$ cat src/rtl/nonce_dispatcher.sv
// Nonce stream generator: walks [start, end] by STRIDE over a valid/ready link.
// IDLE -> RUN -> DONE sequencing with a one-cycle done pulse and issue counter.
module nonce_dispatcher #(
  parameter int unsigned     NONCE_W = 32,
  parameter longint unsigned STRIDE  = 1,
  parameter int unsigned     CNT_W   = 32
) (
  input  logic               clock,
  input  logic               reset,
  input  logic               start,
  input  logic               abort,
  input  logic [NONCE_W-1:0] nonce_start,
  input  logic [NONCE_W-1:0] nonce_end,
  output logic               nonce_valid,
  input  logic               nonce_ready,
  output logic [NONCE_W-1:0] nonce,
  output logic               busy,
  output logic               done,
  output logic [CNT_W-1:0]   issued_count
);

  typedef enum logic [1:0] {
    IDLE,
    RUN,
    DONE
  } state_e;

  localparam logic [NONCE_W:0] STEP = (NONCE_W+1)'(STRIDE);

  state_e             state_q;
  logic [NONCE_W-1:0] nonce_q;
  logic [NONCE_W-1:0] nonce_d;
  logic [NONCE_W-1:0] end_q;
  logic [CNT_W-1:0]   cnt_q;
  logic [CNT_W-1:0]   cnt_d;
  logic               valid_q;
  logic               busy_q;
  logic               done_q;
  logic               xfer;
  logic               last;
  logic [NONCE_W:0]   gap;

  assign xfer    = valid_q & nonce_ready;
  // Extra bit keeps the remaining-distance test free of wrap at the top.
  assign gap     = {1'b0, end_q} - {1'b0, nonce_q};
  assign last    = gap < STEP;
  assign nonce_d = nonce_q + STEP[NONCE_W-1:0];
  assign cnt_d   = (&cnt_q) ? cnt_q : cnt_q + CNT_W'(1);

  always_ff @(posedge clock or posedge reset) begin
    if (reset) begin
      state_q <= IDLE;
      nonce_q <= '0;
      end_q   <= '0;
      cnt_q   <= '0;
      valid_q <= 1'b0;
      busy_q  <= 1'b0;
      done_q  <= 1'b0;
    end else begin
      unique case (state_q)
        IDLE: begin
          if (start && !abort) begin
            end_q   <= nonce_end;
            nonce_q <= nonce_start;
            cnt_q   <= '0;
            if (nonce_start <= nonce_end) begin
              state_q <= RUN;
              valid_q <= 1'b1;
              busy_q  <= 1'b1;
            end else begin
              state_q <= DONE;
              done_q  <= 1'b1;
            end
          end
        end
        RUN: begin
          if (xfer) cnt_q <= cnt_d;
          if (abort) begin
            state_q <= IDLE;
            valid_q <= 1'b0;
            busy_q  <= 1'b0;
          end else if (xfer) begin
            if (last) begin
              state_q <= DONE;
              valid_q <= 1'b0;
              busy_q  <= 1'b0;
              done_q  <= 1'b1;
            end else begin
              nonce_q <= nonce_d;
            end
          end
        end
        DONE: begin
          state_q <= IDLE;
          done_q  <= 1'b0;
        end
        default: begin
          state_q <= IDLE;
          valid_q <= 1'b0;
          busy_q  <= 1'b0;
          done_q  <= 1'b0;
        end
      endcase
    end
  end

  assign nonce_valid  = valid_q;
  assign nonce        = nonce_q;
  assign busy         = busy_q;
  assign done         = done_q;
  assign issued_count = cnt_q;

endmodule
$ cat config.mk
export PLATFORM = sky130hd
export DESIGN_NAME = nonce_dispatcher
export DESIGN_NICKNAME = d
export VERILOG_FILES = /design/src/rtl/nonce_dispatcher.sv
export SDC_FILE = /design/constraint.sdc
export NUM_CORES = 1
export LEC_CHECK = 0
export ABC_CLOCK_PERIOD_IN_PS = 7000
export CAP_MARGIN = 20
export CORE_MARGIN = 4
export CORE_UTILIZATION = 59
export CTS_CLUSTER_DIAMETER = 120
export DETAILED_ROUTE_END_ITERATION = 6
export PLACE_DENSITY = 0.95
export SYNTH_ARGS = -nofsm -noshare
export SYNTH_HDL_FRONTEND = slang
export SYNTH_SLANG_ARGS = --single-unit
$ cat constraint.sdc
create_clock -name clock -period 7 [get_ports clock]
set_input_delay 2.1 -clock clock [delete_from_list [all_inputs] [get_ports clock]]
set_output_delay 2.1 -clock clock [all_outputs]
set_load 0.05 [all_outputs]
==> results.md, run 1 <==
- Outcome: complete, but fails checks
- Failing checks: design-rule violations
- Worst Hold Depth: 1
- WP data required: 7290 ps
- Total placed cells including tap cells: 1,289
- F_max: 221 MHz
- RR Startpoint: nonce[0]
- Commonest cells after routing, fill and taps aside: clkdlybuf4s50_1, dfrtp_1, a21oi_1
- Number of global-route vias before repair: 8,625
- Initial Util: 59.9%
- Predominant post-synthesis flop cell: dfrtp_1
- Non-Filler Instances: 1,305
- Ys Warns: 0
- RSZ-0062 raised after global routing: false
- P per Cell Area: 361 mW/mm2
- Syn Area/Cell: 8.17 um2
- R2R Setup Slk: 2480 ps
- 1st-iter DRT viols: 1,037
- Max_cap viols: 0
- Worst-Margin Slew: 932 ps
- Post-synth ARST share: 100%
- DR WL/cell: 21.2 um
- Vias per inst: 6.67
- Synth Cell Area: 0.00828 mm2
- Nets: 1,256
- R2R Path End: nonce[26]
- Die width: 126 um
- CP max stage cell: a2111oi_1
- Hold WC Path Type: flip-flop to flip-flop
- IO Pins: 136
- Post-synthesis sequential area ratio: 30.2%
- LEAKAGE: 0.00433 uW
- Critical path class: flip-flop to flip-flop
- Commonest non-fill, non-tap cell in the layout: clkdlybuf4s50_1
- Rel. slew slack: 37.7%
- Ratio of cells with drive above 1 in the final layout: 8.09%
- Clk_lat worst skew: 360 ps
- Maximum VDD drop: 0.000218 V
- Yosys cell types: 71
- Residual DRC: 2
- Dpl hpwl: 21.1 mm
- EDFF count, synth: 0
- Dpl ws: 2250 ps
- Synthesized flop and latch total: 100
- Clock buffer count from CTS: 9
- Top cell family by delay on the critical path: simple AND/OR/NAND/NOR gates
- R2r worst-path depth: 14
- Die height: 126 um
- Final hold violations: 0
- Total track usage: 34.0%
- Initial antenna violation count: 0
- CP Cell Sequence: ha_1, inv_1, fa_1, xor2_1, a2111oi_1, nand2_1, or4_1, nor4_1, nand3_1, nor4_2, nand4_2, and2_1, buf_4, a21oi_1
- Area Growth Syn to Fin: 21.1%
- Largest net degree at the start of global routing: 66
- Hold Buf Count CTS: 0
- Endpoints failing setup: 0
- Final Core Density: 72.5%
- Clk buf depth: 2
- CTS tree: built
- Hold_sp: end_q[5]
- Crit-path max FO: 17
- Core area: 0.0138 mm2
- Max Slew Vio Count: 0
- Gpl congestion: 0.970
- Synth Instances: 1,014
- Row cnt: 43
- Worst Hold Path EP: end_q[5]
- Final worst path period share: 64.5%
- Crit start category: flip-flop
- Global route overflow: 0
- Global-route wire length before repair: 44.2 mm
- # diodes: 0
- Clock Skew: 7.04 ps
- # port buffers: 135
- Clk slew on worst S/H paths: 80 ps
- # clock sinks: 100
- CTS resizes: 0
- Syn Nets: 1,150
- Setup TNS: 0 ps
- Crit path capture type: flip-flop
- Total wire length: 27.7 mm
- Fill cells: 985
- Post-DRT Antenna Nets: 0
- Fin worst setup slack: 2480 ps
- Routed via count: 8,709
- Critical Path Max Stage Delay: 650 ps
- Drt pass-1 iters: 7
- Root buffer cell: clkbuf_16
- # Post-CTS Setup Buffers: 0
- Die area: 0.0160 mm2
- H-tree levels: 3
- WP buf/inv: 2
- Tmin final: 4520 ps
- Crit path DAT: 4800 ps
final cells by class:
cell class	instances	area [um2]	share of cell area (%)
clock buffer	10	239	2.38
tap	180	225	2.25
sequential	100	2500	24.9
inverter	78	295	2.94
timing repair buffer	143	1410	14.1
multi-input combinational	788	5300	52.8
clock inverter	6	58.8	0.586
worst register-to-register path, delay by kind of cell, from the launching register on:
family          cells  cell delay (ps)
buf+inv             2              390
simple gates        7             1850
flops               1              510
compound gates      2              840
xor+xnor            1              190
fa+ha+maj           2              660
state kept, by name (all words and copies together) (netlist names):
register,flops
busy,1
done,1
nonce,32
end_q,32
state_q,2
issued_count,32
Yosys cell counts (all sizes together), types with 27 or more instances:
cell    count  share of area, %
a21oi     112               7.7
dfrtp     100                30
nand2      83               3.8
nor2       80               3.6
inv        78               3.5
ha         66                10
o21ai      63               3.8
nand3      41               2.5
clkbuf     39               1.8
nand4      36               2.8
mux2       33               4.5
xor2       27               2.9
per-layer routing:
| layer | global-route usage, % | part of all wire (%) | vias to the layer above |
|---|---|---|---|
| met2 | 55.5 | 47 | 555 |
| li1 | - | - | 3908 |
| met3 | 7.71 | 9.2 | 102 |
| met4 | 13.6 | 3.7 | 0 |
| met5 | 0 | 0 | - |
| met1 | 43.9 | 40 | 4144 |
kinds of logic after synthesis:
family / count (synthesis) / synth area share (%)
AOI/OAI and AO/OA: 306 / 23.9
xor gates and xnor gates: 40 / 4.23
adders and majority gates: 67 / 10.2
buffers and inverters: 126 / 6.00
DFF: 100 / 30.2
muxes: 39 / 5.21
and+or+nand+nor: 336 / 20.2
power by group:
| part | total, uW | internal [uW] | switching (uW) |
|---|---|---|---|
| Sequential | 840 | 696 | 144 |
| Combinational | 2260 | 807 | 1450 |
| Clock | 518 | 259 | 259 |
| Total | 3620 | 1760 | 1860 |
worst max path at each step:
| stage | from | endpoint | slack [ps] | depth (start not counted) |
|---|---|---|---|---|
| after floorplan | reset | busy | 2280 | 1 |
| after global placement | nonce_end[4] | done | 2340 | 10 |
| after detailed placement | nonce_end[17] | done | 2250 | 13 |
| after CTS | nonce[0] | nonce[26] | 2560 | 14 |
| after global routing | nonce[0] | nonce[26] | 2240 | 14 |
| final | nonce[0] | nonce[26] | 2480 | 14 |
per-stage QoR:
stage | hold WS (ps) | area, um2 | power (uW)
after floorplan | 485 | 8280 | 2390
after global placement | 496 | 9730 | 2990
after detailed placement | 503 | 9730 | 3020
after CTS | 520 | 10000 | 3550
after global routing | 529 | 10000 | 3800
final | 520 | 10000 | 3620
No activity file was read; power rests on OpenSTA's default activity.
==> inputs of run 2 (changes only) <==
Settings changed: ABC_CLOCK_PERIOD_IN_PS 7000 to 3900, CORE_UTILIZATION 59 to 50, PLACE_DENSITY 0.95 to 0.9.
Clock period 7 ns to 3.9 ns, I/O delays scaled along.
==> run 2 against run 1 <==
  * Global-route usage is 3.3 points lower
  * Register-to-register slack worse by 2400 ps
  * Maximum frequency is 20% higher
  * Sequential share of layout area fell by 0.85 points
  * The run now ends clean
  * Final area increased by 3.5%
  * Critical endpoint is now nonce[18]
  * Clock power increased by 87%
  * Wire length increased by 3.4%
  * Largest cell class unchanged
  * Worst setup slack worse by 2400 ps
  * Clock-buffer cell count shrank 1
  * Die area rose by 17%
==> results.md, run 2 (synthesis results as in run 1) <==
- Commonest cells after routing, fill and taps aside: clkdlybuf4s50_1, dfrtp_1, a21oi_1
- Global-route wire length before repair: 45.5 mm
- # clock sinks: 100
- P per Cell Area: 650 mW/mm2
- Crit-path max FO: 17
- Post-route cell area: 0.0104 mm2
- Initial Util: 51.6%
- Dpl ws: -56.2 ps
- # port buffers: 135
- F_max: 265 MHz
- Die width: 137 um
- Seq pwr share: 22.0%
- CTS tree: built
- 1st-iter DRT viols: 1,014
- Maximum VDD drop: 0.000447 V
- Comb power frac: 63.7%
- Clock buffer count from CTS: 9
- Tmin final: 3770 ps
- Clock share of power: 14.3%
- Gpl congestion: 0.993
- Clock Skew: 14.5 ps
- NetSw: 3440 uW
- Crit path DAT: 4030 ps
- Number of global-route vias before repair: 8,592
- Critical path class: flip-flop to flip-flop
- LEAKAGE: 0.00449 uW
- Placement Cell Area: 0.0100 mm2
- Routed via count: 8,887
- H-tree levels: 3
- Row cnt: 46
- Clk slew on worst S/H paths: 90 ps
- Fin worst setup slack: 127 ps
- Hold Buf Count CTS: 0
- Rel. slew slack: 36.2%
- Ratio of cells with drive above 1 in the final layout: 11.1%
- WP buf/inv: 3
- Die area: 0.0187 mm2
- Total wire length: 28.6 mm
- Critical Path Max Stage Delay: 510 ps
- RSZ-0062 raised after global routing: false
- Commonest non-fill, non-tap cell in the layout: clkdlybuf4s50_1
- Total track usage: 30.7%
- WP data required: 4160 ps
- Pint: 3310 uW
- IO Pins: 136
- Root buffer cell: clkbuf_16
- # diodes: 0
- Hold WC Path Type: flip-flop to flip-flop
- Clk buf depth: 2
- Sw frac: 51.0%
- Crit start category: flip-flop
- Top cell family by delay on the critical path: simple AND/OR/NAND/NOR gates
- Core area: 0.0161 mm2
- DR WL/cell: 20.9 um
- Drt pass-1 iters: 7
- Global route overflow: 0
- Residual DRC: 0
- Worst-Margin Slew: 955 ps
- Largest net degree at the start of global routing: 50
- CP Cell Sequence: inv_1, ha_1, nand2_1, o21ai_1, o22ai_1, or4_1, nor4_2, nand3_1, nor4_2, nand4_2, buf_12, nand2_1, buf_4, o21bai_1
- Outcome: finished clean
- CP max stage cell: ha_1
- Vias per inst: 6.49
- Max_cap viols: 0
- Initial antenna violation count: 0
- Crit path capture type: flip-flop
- Die height: 137 um
- Final Core Density: 64.7%
- Area Growth Syn to Fin: 25.4%
- Endpoints failing setup: 0
- Post-DRT Antenna Nets: 0
- Nets: 1,285
- Final worst path period share: 96.8%
- Dpl hpwl: 22.0 mm
- Max Slew Vio Count: 0
- Final hold violations: 0
- Clk_lat worst skew: 380 ps
==> run 2: worst paths after layout <==
check,end,slack (ps),cells after the start,start
hold reg to reg,end_q[26],520,1,end_q[26]
max in group asynchronous,end_q[4],2070,3,reset
hold / removal,end_q[26],520,1,end_q[26]
setup reg to reg,nonce[18],130,14,nonce[20]
min in group asynchronous,issued_count[5],1090,2,reset
setup / recovery,nonce[18],130,14,nonce[20]
==> run 2: routing by layer <==
metal	track usage [%]	vias up	wire [um]
met5	0	-	0
met4	11.0	0	898
met2	48.8	522	13200
met3	4.85	89	2610
li1	-	3972	-
met1	42.5	4304	11900
==> run 2: area by class of cell <==
class	instances	area, um2
clock inverters	7	88.8
inverters	78	295
clock buffers	9	225
multi-input cells	788	5350
flip-flops and latches	100	2500
fillers	1302	5670
repair buffers	172	1650
well taps	216	270
==> run 2: stage by stage <==
stage	power [uW]	setup TNS, ps	hold WS, ps	std cells
floorplan	4280	-1420	485	1014
global placement	5520	-191	494	1354
detailed placement	5580	-56.2	504	1354
CTS	6550	0	521	1370
global route	7120	0	546	1370
finish	6750	0	519	1370
==> run 2: repair_timing <==
item                                    4_1_cts  5_1_grt
buffers inserted                              0        0
gates resized for setup                       0        9
endpoints found under the setup margin        0       36
==> run 2: power groups by stage <==
stage	Combinational (uW)	Sequential, uW	Clock (uW)
global route	4610	1500	1010
global placement	4040	1480	0
floorplan	2400	1880	0
CTS	4120	1470	958
detailed placement	4090	1490	0
finish	4300	1480	967
